`src/rtl/bin_to_bcd.sv`:
```
// bin_to_bcd: pipelined 11-bit two's-complement to sign + 4-digit packed BCD.
// Stage 1 registers sign/magnitude; a double-dabble stage produces the digits.
// Optional macro BIN2BCD_PIPE3_EN splits the double-dabble after 6 shifts,
// adding one cycle of latency (2 -> 3) with identical results.
module bin_to_bcd (
  input  logic        clk,
  input  logic        rst,
  input  logic [10:0] bin,
  input  logic        bin_vld,
  output logic [16:0] bcd,
  output logic        bcd_vld
);

  localparam int unsigned BIN_W  = 11;
  localparam int unsigned DIG_W  = 16;
  localparam int unsigned SR_W   = DIG_W + BIN_W;
  localparam int unsigned NDIG   = 4;
  localparam int unsigned STEPS1 = 6;
  localparam int unsigned STEPS2 = BIN_W - STEPS1;

  // One shift-add-3 iteration on {bcd digits, remaining binary bits}.
  function automatic logic [SR_W-1:0] dd_step(input logic [SR_W-1:0] sr);
    logic [SR_W-1:0] t;
    t = sr;
    for (int unsigned d = 0; d < NDIG; d++) begin
      if (t[BIN_W + 4*d +: 4] >= 4'd5) begin
        t[BIN_W + 4*d +: 4] = t[BIN_W + 4*d +: 4] + 4'd3;
      end
    end
    return {t[SR_W-2:0], 1'b0};
  endfunction

  logic              s1_sign;
  logic [BIN_W-1:0]  s1_mag;
  logic              s1_vld;

  logic              fin_sign;
  logic [SR_W-1:0]   fin_sr;
  logic              fin_vld;

  // Stage 1: capture sign and magnitude on valid; valid flag tracks every cycle.
  always_ff @(posedge clk or posedge rst) begin
    if (rst) begin
      s1_sign <= 1'b0;
      s1_mag  <= '0;
      s1_vld  <= 1'b0;
    end else begin
      s1_vld <= bin_vld;
      if (bin_vld) begin
        s1_sign <= bin[BIN_W-1];
        s1_mag  <= bin[BIN_W-1] ? (~bin + BIN_W'(1)) : bin;
      end
    end
  end

`ifdef BIN2BCD_PIPE3_EN
  logic [SR_W-1:0] sr_a;
  logic [SR_W-1:0] s2_sr;
  logic            s2_sign;
  logic            s2_vld;

  // First half of the double-dabble, fed from stage 1.
  always_comb begin
    sr_a = {DIG_W'(0), s1_mag};
    for (int unsigned i = 0; i < STEPS1; i++) begin
      sr_a = dd_step(sr_a);
    end
  end

  // Mid-conversion register: partial BCD, remaining bits, sign and valid.
  always_ff @(posedge clk or posedge rst) begin
    if (rst) begin
      s2_sr   <= '0;
      s2_sign <= 1'b0;
      s2_vld  <= 1'b0;
    end else begin
      s2_vld <= s1_vld;
      if (s1_vld) begin
        s2_sr   <= sr_a;
        s2_sign <= s1_sign;
      end
    end
  end

  // Second half of the double-dabble.
  always_comb begin
    fin_sr = s2_sr;
    for (int unsigned i = 0; i < STEPS2; i++) begin
      fin_sr = dd_step(fin_sr);
    end
    fin_sign = s2_sign;
    fin_vld  = s2_vld;
  end
`else
  // Full double-dabble in a single combinational stage.
  always_comb begin
    fin_sr = {DIG_W'(0), s1_mag};
    for (int unsigned i = 0; i < BIN_W; i++) begin
      fin_sr = dd_step(fin_sr);
    end
    fin_sign = s1_sign;
    fin_vld  = s1_vld;
  end
`endif

  // Output register: data only moves on valid so bcd holds between results.
  always_ff @(posedge clk or posedge rst) begin
    if (rst) begin
      bcd     <= '0;
      bcd_vld <= 1'b0;
    end else begin
      bcd_vld <= fin_vld;
      if (fin_vld) begin
        bcd <= {fin_sign, fin_sr[SR_W-1:BIN_W]};
      end
    end
  end

endmodule

```
`config.mk`:
```
export PLATFORM = sky130hd
export DESIGN_NAME = bin_to_bcd
export DESIGN_NICKNAME = d
export VERILOG_FILES = /design/src/rtl/bin_to_bcd.sv
export SDC_FILE = /design/constraint.sdc
export NUM_CORES = 1
export LEC_CHECK = 0
export CORE_MARGIN = 5
export CORE_UTILIZATION = 40
export CTS_CLUSTER_DIAMETER = 100
export DETAILED_ROUTE_END_ITERATION = 8
export SLEW_MARGIN = 20
export SYNTH_ARGS = -nofsm -noshare
export SYNTH_HDL_FRONTEND = slang
export SYNTH_SLANG_ARGS = --single-unit
```
`constraint.sdc`:
```
create_clock -name clk -period 19.72 [get_ports clk]
set_input_delay 1.972 -clock clk [delete_from_list [all_inputs] [get_ports clk]]
set_output_delay 1.972 -clock clk [all_outputs]
set_load 0.005 [all_outputs]
```
==> results.yml, run 1 <==
routing:
  viasPerCell: 5.95
  drt_iter0_drc: 225
  vias: 3295
  wl_mm: 8.26
  drc: 0
  dr.pass1.iters: 5
  ant_nets: 0
  wire_per_inst_um: 14.9
power_and_ir_drop:
  power_uw: 554
  vdd_drop_max_v: 0.000126
  cellLeakagePower_uw: 0.00157
  power-per-cell-area_nw_per_um2: 145
sta:
  slew_headroom: 0.324
  rsz0062_at_grt: "no"
  skew_ps: 7.92
  setup_tns_ps: 0
  setup_violations: 0
  fmax_ghz: 0.133
  finalHoldViolCount: 0
  fin_crit_sh: 0.382
  final_max_slew_viol_count: 0
  fin_crit_ps: 7540
  tightestPinTransition_ps: 1010
synth:
  ys_warn_count: 0
  synth_top_family_by_area: "compound AO/OA/AOI/OAI gates"
  synth.area.mux_share: 0.0682
  ys_ff_latch: 29
  async_flop_share: 1.00
  synth_compound_area_frac: 0.336
  yosys.area_share.simple: 0.234
  synthCells: 436
  synth-xor-area-share: 0.0380
  yosys_most_used_dff: "dfrtp_1"
  yosysSeqAreaShare: 0.214
  netlist_area_um2: 3390
  ys_types: 84
  synth.avg_cell_area_um2: 7.78
  synthAdderAreaFrac: 0.0442
  synth-edff-count: 0
cells_and_area:
  fin_nets: 474
  layout_commonest_cell: "nor2_1"
  diodes: 0
  stdcell_count: 554
  final_cell_mix: "nor2_1 (47), nand2_1 (31), a21oi_1 (29), dfrtp_1 (29), clkdlybuf4s50_1 (29)"
  syn2layout_area_growth_pct: 12.4
  drive_gt1_frac: 0.0802
  fin_util: 0.462
  fillers: 813
setup_path:
  cp_slowest_cell: "dfrtp_1"
  cp.required_ps: 19880
  crit_arrival_ps: 7700
  critPathKind: "flop to flop"
  cp_max_fo: 11
  startpoint_type: "flop"
  cp_common_cell: "ha_1"
  end_kind: "flop"
  slowest_delay_ps: 520
cts:
  cts_tree: "done"
  cts_root_buf: "clkbuf_8"
  clk_path_buf_depth: 2
  post-cts-setup-buffers: 0
  numCtsBuffers: 5
  clkTransAtPathRegs_ps: 60
  cts.hold.buffers_added: 0
  cts.sinks: 29
  htreeDepth: 2
  cts_resized: 0
  clock_latency_ps: 280
floorplan:
  std_cell_rows: 33
  io_pins: 32
  initial_utilization: 0.411
  die_w_um: 102
  die_h_um: 102
  fp.coreArea_um2: 8260
  dieArea_um2: 10400
grt:
  grt_max_degree: 30
  grt_pass1_wl_mm: 14.2
  antenna_found_initial: 0
  track_usage: 0.163
  grt_pass1_vias: 3093
  gr-total-overflow: 0
placed_design:
  place_congestion: 0.858
  hpwl_mm: 6.25
  place_inst: 546
  portBuffers: 29
hold_path:
  hold_class: "flop to flop"
run_status:
  status: "complete, no violations"
job:
  cap_viol_max_count: 0
-- worst max-delay path: cells and delay by family, from the launching register on --
family / cells / cell delay (ps)
XOR/XNOR: 3 / 850
adder cells (fa/ha/maj): 6 / 1610
buffers and inverters: 5 / 560
AO/OA/AOI/OAI: 9 / 2040
flip-flops: 1 / 520
AND/OR/NAND/NOR: 4 / 740
multiplexers: 5 / 1080
-- per-stage QoR --
stage | hold WS [ps] | worst slack [ps] | cell area (µm²)
global route | 514 | 11410 | 3810
finish | 484 | 12180 | 3810
detailed placement | 474 | 12320 | 3700
CTS | 492 | 12240 | 3810
global placement | 469 | 12700 | 3700
floorplan | 416 | 13380 | 3400
-- cell type report --
type / count / area [µm²] / area share
clock buffer: 7 / 86.3 / 0.0226
inverter: 25 / 93.8 / 0.0246
clock inverter: 1 / 30.0 / 0.00787
sequential: 29 / 726 / 0.190
timing repair buffer: 30 / 298 / 0.0781
tap: 105 / 131 / 0.0344
multi-input combinational: 357 / 2450 / 0.642
-- registers in the layout, indices dropped and copies added, names as in the netlist --
| register | flops |
|---|---|
| bcd | 15 |
| s1_mag | 11 |
| bcd_vld | 1 |
| fin_sign | 1 |
| fin_vld | 1 |
-- report_power, final --
part / switching [µW] / internal (µW) / leakage (µW)
logic: 225 / 175 / 0.00116
registers: 14.9 / 75.9 / 0.000344
clock network: 22.0 / 41.1 / 0.0000585
-- cell families after synthesis --
logic type               Yosys count
buffers and inverters             51
AO/OA/AOI/OAI                    152
multiplexers                      20
other                              1
flip-flops                        29
XOR/XNOR                          13
AND/OR/NAND/NOR                  158
adder cells (fa/ha/maj)           12
-- worst paths after layout --
| kind | start | end | slack [ps] | depth (start not counted) |
|---|---|---|---|---|
| setup / recovery | s1_mag[9] | bcd[9] | 12180 | 32 |
| hold / removal | bcd[13] | bcd[13] | 480 | 1 |
| setup reg to reg | s1_mag[9] | bcd[9] | 12180 | 32 |
| hold reg to reg | bcd[13] | bcd[13] | 480 | 1 |
| max in group asynchronous | rst | bcd[8] | 17390 | 3 |
| min in group asynchronous | rst | bcd_vld | 2060 | 3 |
-- cell usage after synthesis, types with 4 or more instances --
cell type   n  share of area
ha_1       12          0.044
o31a_1      4          0.010
and2_1      7          0.013
inv_1      22          0.024
dfrtp_1    29           0.21
a21o_1      8          0.018
nand4_1     5         0.0092
o221ai_1    4          0.010
nor2_1     47          0.052
clkbuf_1   14          0.015
and3_1      6          0.011
nor2b_1     7          0.013
nand2_1    31          0.034
a31oi_1     5         0.0092
nand2b_1   10          0.018
a2bb2oi_1   4          0.010
o41ai_1     4          0.010
mux2i_1     9          0.027
a21oi_1    29          0.043
or3_1       6          0.011
nand3_1    13          0.019
xor2_1      9          0.023
o31ai_1     7          0.015
nor3_1     10          0.015
buf_1       4         0.0044
o211ai_1    8          0.018
o21ai_0    26          0.038
mux2_2      7          0.023
-- per-layer routing --
metal,global-route usage,wire [µm]
met5,0,0
met4,0.0494,148
met3,0.0246,334
met2,0.258,3700
met1,0.230,4080
No activity file was read; power rests on OpenSTA's default activity.
==> inputs of run 2 (changes only) <==
==> constraint.sdc (replaced) <==
create_clock -name clk -period 7.4 [get_ports clk]
set_input_delay 0.74 -clock clk [delete_from_list [all_inputs] [get_ports clk]]
set_output_delay 0.74 -clock clk [all_outputs]
set_load 0.005 [all_outputs]
==> run 2 against run 1 <==
  * Via count rose by 0.46%
  * Total power increased to 2.8 times the previous value
  * Combinational power grew to 2.8 times the previous value
  * Largest power group unchanged
  * Highest routed layer unchanged
==> results.yml, run 2 (synthesis results as in run 1) <==
run_status:
  status: "complete, no violations"
grt:
  grt_max_degree: 30
  track_usage: 0.164
  grt_pass1_wl_mm: 14.2
  gr-total-overflow: 0
  grt_pass1_vias: 3063
  antenna_found_initial: 0
hold_path:
  hold_class: "flop to flop"
  hold_start: "bcd[13]"
cts:
  cts_root_buf: "clkbuf_8"
  htreeDepth: 2
  clk_path_buf_depth: 2
  numCtsBuffers: 5
  cts.hold.buffers_added: 0
  clock_latency_ps: 280
  cts_tree: "done"
  cts.sinks: 29
  clkTransAtPathRegs_ps: 70
sta:
  final_max_slew_viol_count: 0
  setup_ws_ps: 520
  fmax_ghz: 0.145
  slew_headroom: 0.488
  finalHoldViolCount: 0
  setup_tns_ps: 0
  tightestPinTransition_ps: 763
  setup_violations: 0
  fin_crit_ps: 6880
  skew_ps: 4.03
  fin_crit_sh: 0.930
setup_path:
  critPathKind: "flop to flop"
  startpoint_type: "flop"
  end_kind: "flop"
  startpoint: "s1_mag[9]"
  cp_slowest_cell: "dfrtp_2"
  crit_arrival_ps: 7050
  cp.required_ps: 7570
  r2r_start: "s1_mag[9]"
  cp_common_cell: "ha_1"
  path_buf_inv: 5
  crit_family: "compound AO/OA/AOI/OAI gates"
  cp_max_fo: 11
  slowest_delay_ps: 470
cells_and_area:
  regMostFlops: "bcd"
  top_regs: "bcd: 15 flops, s1_mag: 11 flops"
  largest_reg_flops: 15
  fin_nets: 483
  final_cell_mix: "nor2_1 (47), nand2_1 (31), a21oi_1 (29), clkdlybuf4s50_1 (29), dfrtp_1 (27)"
  diodes: 0
  layout_commonest_cell: "nor2_1"
  fin_util: 0.473
  drive_gt1_frac: 0.114
  syn2layout_area_growth_pct: 15.0
power_and_ir_drop:
  power-per-cell-area_nw_per_um2: 390
  vdd_drop_max_v: 0.000323
  cellLeakagePower_uw: 0.00161
routing:
  ant_nets: 0
  drt_iter0_drc: 200
  viasPerCell: 5.88
  vias: 3310
  wl_mm: 8.46
  dr.pass1.iters: 5
  drc: 0
  wire_per_inst_um: 15.0
floorplan:
  io_pins: 32
  die_h_um: 102
  initial_utilization: 0.411
  dieArea_um2: 10400
  die_w_um: 102
  std_cell_rows: 33
  fp.coreArea_um2: 8260
placed_design:
  hpwl_mm: 6.26
  post-place-ws_ps: 168
  place_congestion: 0.857
  portBuffers: 29
job:
  cap_viol_max_count: 0
-- run 2: cell types whose count changed in the layout (fill, tap and decap cells not counted), sizes merged --
cell / before / now
clkinvlp: 0 / 1
clkbuf: 7 / 6
buf: 1 / 10
-- run 2: final cells by class --
| class | instances | area (µm²) |
|---|---|---|
| Timing Repair Buffer | 39 | 365 |
| Inverter | 25 | 93.8 |
| Clock inverter | 2 | 37.5 |
| Multi-Input combinational cell | 357 | 2460 |
| Clock buffer | 6 | 82.6 |
| Tap cell | 105 | 131 |
| Fill cell | 840 | 4350 |
| Sequential cell | 29 | 728 |
-- run 2: final timing paths --
path                            depth (start not counted)   endpoint  slack (ps)
min in group asynchronous                               3    bcd_vld         830
worst max register to register                         32     bcd[9]         520
worst min register to register                          1    bcd[13]         490
worst min-delay path                                    1    bcd[13]         490
worst max-delay path                                   32     bcd[9]         520
max in group asynchronous                               3  s1_mag[8]        6270
-- run 2: metal layers --
metal  vias up  wire length, µm  global-route usage
met5         -                0                   0
met4         0               82              0.0414
met3         7              213              0.0177
met2        70             3910               0.270
met1      1554             4260               0.231
li1       1679                -                   -
-- run 2: report_power, final --
| group | switching (µW) | leakage, µW | internal [µW] |
|---|---|---|---|
| sequential | 41.0 | 0.000342 | 203 |
| clock | 62.7 | 0.0000574 | 109 |
| combinational | 606 | 0.00121 | 502 |
-- run 2: per-stage QoR --
stage          hold slack, ps  total power, µW  std cells  cell area (µm²)
2_1_floorplan             416             1060        437             3400
3_5_place_dp              474             1310        550             3730
6_report                  490             1520        563             3900
5_1_grt                   533             1670        563             3900
3_3_place_gp              473             1300        550             3730
4_1_cts                   493             1490        558             3850
-- run 2: repair_timing --
item	in CTS	in global routing
resized for setup	0	7
endpoints found under the setup margin	0	8
setup buffers	0	5
==> inputs of run 3 (changes only) <==
==> constraint.sdc (replaced) <==
create_clock -name clk -period 8.7 [get_ports clk]
set_input_delay 0.87 -clock clk [delete_from_list [all_inputs] [get_ports clk]]
set_output_delay 0.87 -clock clk [all_outputs]
set_load 0.005 [all_outputs]
==> run 3 against run 2 <==
  * Final cell count is 1.4% lower
  * Sequential power fell by 15%
  * Via count is 0.36% higher
  * Routed wire length increased by 0.35%
  * Flip-flop and latch count stayed put
  * Clock power decreased by 22%
  * Hold slack gained 2.9 ps
  * Critical path type unchanged
==> results.yml, run 3 (synthesis results as in run 1) <==
sta:
  rsz0062_at_grt: "no"
  finalHoldViolCount: 0
  slew_headroom: 0.472
  setup_tns_ps: 0
  fin_crit_sh: 0.863
  setup_violations: 0
  tightestPinTransition_ps: 788
  final_max_slew_viol_count: 0
  skew_ps: 8.48
  fmax_ghz: 0.133
  fin_crit_ps: 7500
cells_and_area:
  fin_nets: 476
  drive_gt1_frac: 0.0844
  regMostFlops: "bcd"
  layout_commonest_cell: "nor2_1"
  final_cell_mix: "nor2_1 (47), nand2_1 (31), a21oi_1 (29), dfrtp_1 (29), clkdlybuf4s50_1 (29)"
  diodes: 0
  fin_util: 0.462
  top_regs: "bcd: 15 flops, s1_mag: 11 flops"
  fillers: 832
  multi_input_area_um2: 2450
  largest_reg_flops: 15
  syn2layout_area_growth_pct: 12.5
  regArea_um2: 726
setup_path:
  cp_max_fo: 11
  cp.required_ps: 8860
  critPathKind: "flop to flop"
  startpoint_type: "flop"
  end_kind: "flop"
  slowest_delay_ps: 520
  cp_slowest_cell: "dfrtp_1"
  crit_arrival_ps: 7670
  cp_common_cell: "ha_1"
placed_design:
  hpwl_mm: 6.40
  portBuffers: 29
  place_congestion: 0.858
grt:
  track_usage: 0.168
  gr-total-overflow: 0
  antenna_found_initial: 0
  grt_pass1_vias: 3218
  grt_pass1_wl_mm: 14.7
  grt_max_degree: 30
cts:
  post-cts-setup-buffers: 0
  clock_latency_ps: 280
  cts_root_buf: "clkbuf_8"
  clk_path_buf_depth: 2
  cts.sinks: 29
  cts.hold.buffers_added: 0
  clkTransAtPathRegs_ps: 70
  cts_tree: "done"
  htreeDepth: 2
  numCtsBuffers: 5
  cts_resized: 0
routing:
  ant_nets: 0
  viasPerCell: 5.99
  wire_per_inst_um: 15.3
  vias: 3322
  dr.pass1.iters: 5
  drc: 0
  drt_iter0_drc: 258
  wl_mm: 8.49
floorplan:
  die_w_um: 102
  dieArea_um2: 10400
  initial_utilization: 0.411
  io_pins: 32
  fp.coreArea_um2: 8260
  die_h_um: 102
  std_cell_rows: 33
power_and_ir_drop:
  power-per-cell-area_nw_per_um2: 329
  vdd_drop_max_v: 0.000287
  cellLeakagePower_uw: 0.00157
job:
  cap_viol_max_count: 0
hold_path:
  hold_class: "flop to flop"
run_status:
  status: "complete, no violations"
run 3: report_power, final:
group	internal, µW	total [µW]	switching (µW)
clock network	83.1	134	50.7
registers	172	207	34.5
logic	400	916	516
run 3: worst paths after layout:
path	startpoint	to	slack [ps]	depth (start not counted)
setup / recovery	s1_mag[9]	bcd[9]	1200	32
hold / removal	bcd[13]	bcd[13]	490	1
setup reg to reg	s1_mag[9]	bcd[9]	1200	32
hold reg to reg	bcd[13]	bcd[13]	490	1
max in group asynchronous	rst	bcd[2]	7460	3
min in group asynchronous	rst	fin_sign	960	3
run 3: final cells by class:
cell class / count / area share
inverter: 25 / 0.0246
multi-input combinational: 357 / 0.642
tap: 105 / 0.0344
timing repair buffer: 32 / 0.0819
clock buffer: 5 / 0.0180
sequential: 29 / 0.190
clock inverter: 2 / 0.00918
run 3: metal layers:
layer	up-vias	global-route usage	share of wire
met3	9	0.0184	0.031
li1	1664	-	-
met1	1571	0.236	0.50
met5	-	0	0
met4	0	0.0444	0.013
met2	78	0.276	0.46
run 3: per-stage QoR:
stage / std cells / total power (µW) / instance area (µm²) / hold WS [ps] / setup WS, ps
4_1_cts: 555 / 1250 / 3820 / 497 / 1240
6_report: 555 / 1260 / 3820 / 493 / 1200
5_1_grt: 555 / 1390 / 3820 / 534 / 481
3_3_place_gp: 548 / 1100 / 3710 / 472 / 1690
3_5_place_dp: 548 / 1110 / 3710 / 478 / 1300
2_1_floorplan: 437 / 904 / 3400 / 416 / 2360
run 3: worst max-delay path: cells and delay by family (launching register included):
kind / cells / cell delay (ps)
flip-flops: 1 / 520
XOR/XNOR: 3 / 830
multiplexers: 5 / 1080
AND/OR/NAND/NOR: 4 / 780
buffers and inverters: 5 / 550
AO/OA/AOI/OAI: 9 / 2040
adder cells (fa/ha/maj): 6 / 1610
==> variant, RTL diff (settings of run 2) <==
Register the input `bin` before use. The logic sees it one clock later. The other inputs are not delayed to match.
--- a/src/rtl/bin_to_bcd.sv
+++ b/src/rtl/bin_to_bcd.sv
@@ -18,4 +18,10 @@
   localparam int unsigned STEPS1 = 6;
   localparam int unsigned STEPS2 = BIN_W - STEPS1;
+
+  logic [10:0] bin_q;
+
+  always_ff @(posedge clk) begin
+    bin_q <= bin;
+  end
 
   // One shift-add-3 iteration on {bcd digits, remaining binary bits}.
@@ -48,6 +54,6 @@
       s1_vld <= bin_vld;
       if (bin_vld) begin
-        s1_sign <= bin[BIN_W-1];
-        s1_mag  <= bin[BIN_W-1] ? (~bin + BIN_W'(1)) : bin;
+        s1_sign <= bin_q[BIN_W-1];
+        s1_mag  <= bin_q[BIN_W-1] ? (~bin_q + BIN_W'(1)) : bin_q;
       end
     end
Function: changed (Yosys sat finds a counterexample within 4 cycles, from zero or initial values and one cycle with rst high).
==> variant against run 2 <==
Maximum frequency decreased by 0.66%; cell area increased by 7.2%; count of clock-buffer cells in the layout unchanged; area after synthesis increased by 8.7%; sequential power increased by 25%; power increased by 13%; worst setup slack got worse by 0.046 ns; wire length increased by 2.2%; clock skew increased by 0.0033 ns; sequential cell count increased by 11; highest routed layer unchanged.
==> variant: results (changes against run 2) <==
stage	metric	value	unit	change
global_route	Total GRT Usage	0.1587		was 0.1644
drt	met1 wire length	4.090	mm	was 4.255 mm
power_and_ir_drop	Worst VDD drop	0.0001731	V	was 0.0003234 V
drt	vias per cell	5.885		was 5.879
clocking	Worst-Skew Late Latency	0.29	ns	
sta	Worst Tran Pin Value	0.9330	ns	was 0.7634 ns
power_and_ir_drop	switching portion of total power	0.4627		was 0.4660
yosys	post-synthesis sequential area ratio	0.2565		was 0.2139
placement	Post-DP Area	0.004035	sq mm	was 0.003729 sq mm
worst_hold_path	Hold Startpoint	bin_q[9]$_DFF_P_		was bcd[13]$_DFFE_PP0P_
sta	clk_skew	0.007347	ns	was 0.004028 ns
placement	I/O Buffers	29		unchanged
drt	final wirelength	8.651	mm	was 8.462 mm
placement	Placed Cells	584		was 550
yosys	post-synthesis cell count	463		was 436
power_and_ir_drop	P_comb	1240	uW	was 1110 uW
yosys	Post-Synth Adder-Cell Area	0.04072		was 0.04425
yosys	async set or reset register ratio after synthesis	0.7250		was 1.000
drt	routed wl met3	228	um	was 213 um
sta	Hold Worst Slack	0.4671	ns	was 0.4899 ns
yosys	Synth Area in XOR/XNOR	0.05056		was 0.03798
yosys	mux share of post-synthesis cell area	0.06617		was 0.06822
yosys	Synth Area in Compound Gates	0.3003		was 0.3355
finish	top flop regs	bcd: 15 flops, bin_q: 11 flops, s1_mag: 11 flops		was bcd: 15 flops, s1_mag: 11 flops
drt	Detailed Route Iter0 Violations	155		was 200
outcome	outcome	complete, no violations		unchanged
worst_setup_path	worst-path fanout max	8		was 11
sta	f_max	0.1444	GHz	was 0.1453 GHz
yosys	Synth top cells by count	nor2_1 (45), nand2_1 (41), a21oi_1 (33), dfrtp_1 (29), o21ai_0 (29)		was nor2_1 (47), nand2_1 (31), a21oi_1 (29), dfrtp_1 (29), o21ai_0 (26)
power_and_ir_drop	static leakage	0.001753	uW	was 0.001609 uW
yosys	ranking of synthesized cells by area	dfrtp_1 (20%), dfxtp_1 (6.0%), nor2_1 (4.6%)		was dfrtp_1 (21%), nor2_1 (5.2%), ha_1 (4.4%)
worst_hold_path	Hold Crit Endpoint	s1_mag[10]$_DFFE_PP0P_		was bcd[13]$_DFFE_PP0P_
placement	pre-CTS setup slack	0.1322	ns	was 0.1677 ns
worst_setup_path	internal reg-to-reg setup slack	0.47	ns	was 0.52 ns
placement	placer congestion estimate	0.8995		was 0.8571
finish	nets@finish	506		was 483
global_route	met3 GRT Util	0.01821		was 0.01775
global_route	first-pass GRT wire length	15.19	mm	was 14.24 mm
drt	met2 routed WL	4.203	mm	was 3.910 mm
global_route	met2 usage in global routing	0.2828		was 0.2704
worst_setup_path	Reg2Reg Depth	33		was 32
finish	ratio of cells with drive above 1 in the final layout	0.1289		was 0.1135
worst_hold_path	hold path depth	1		unchanged
global_route	GR Util met1	0.2005		was 0.2306
power_and_ir_drop	Power Total	1719	uW	was 1524 uW
power_and_ir_drop	clock share of power	0.100		was 0.113
drt	drt wl/cell	14.61	um	was 15.03 um
worst_setup_path	critical path endpoint	bcd[8]$_DFFE_PP0P_		was bcd[9]$_DFFE_PP0P_
[variant: changes by cell type after synthesis, moves of 4 or more]
cell	before	now
dfxtp_1	0	11
nand2_1	31	41
xnor2_1	2	7
a31oi_1	5	10
a211o_1	3	7
o31ai_1	7	2
a21oi_1	29	33
[variant: worst max-delay path, delay by kind of cell (launching register included)]
family	cells	cell delay [ns]
compound gates	10	1.96
fa+ha+maj	7	1.70
simple gates	5	0.82
buf+inv	6	0.77
mux	2	0.57
xor+xnor	3	0.53
flops	1	0.47
[variant: final cells by class]
class	count	area, sq um
Fill cell	917	4925
Multi-Input combinational cell	374	2565
Sequential cell	40	947.2
Timing Repair Buffer	34	327.8
Tap cell	111	138.9
Inverter	25	96.34
Clock buffer	6	93.84
Clock inverter	2	15.01
[variant: timing repair]
item,CTS,global route
hold endpoints to repair,0,0
gates resized for setup,0,10
setup endpoints to repair,0,6
setup buffers,0,0
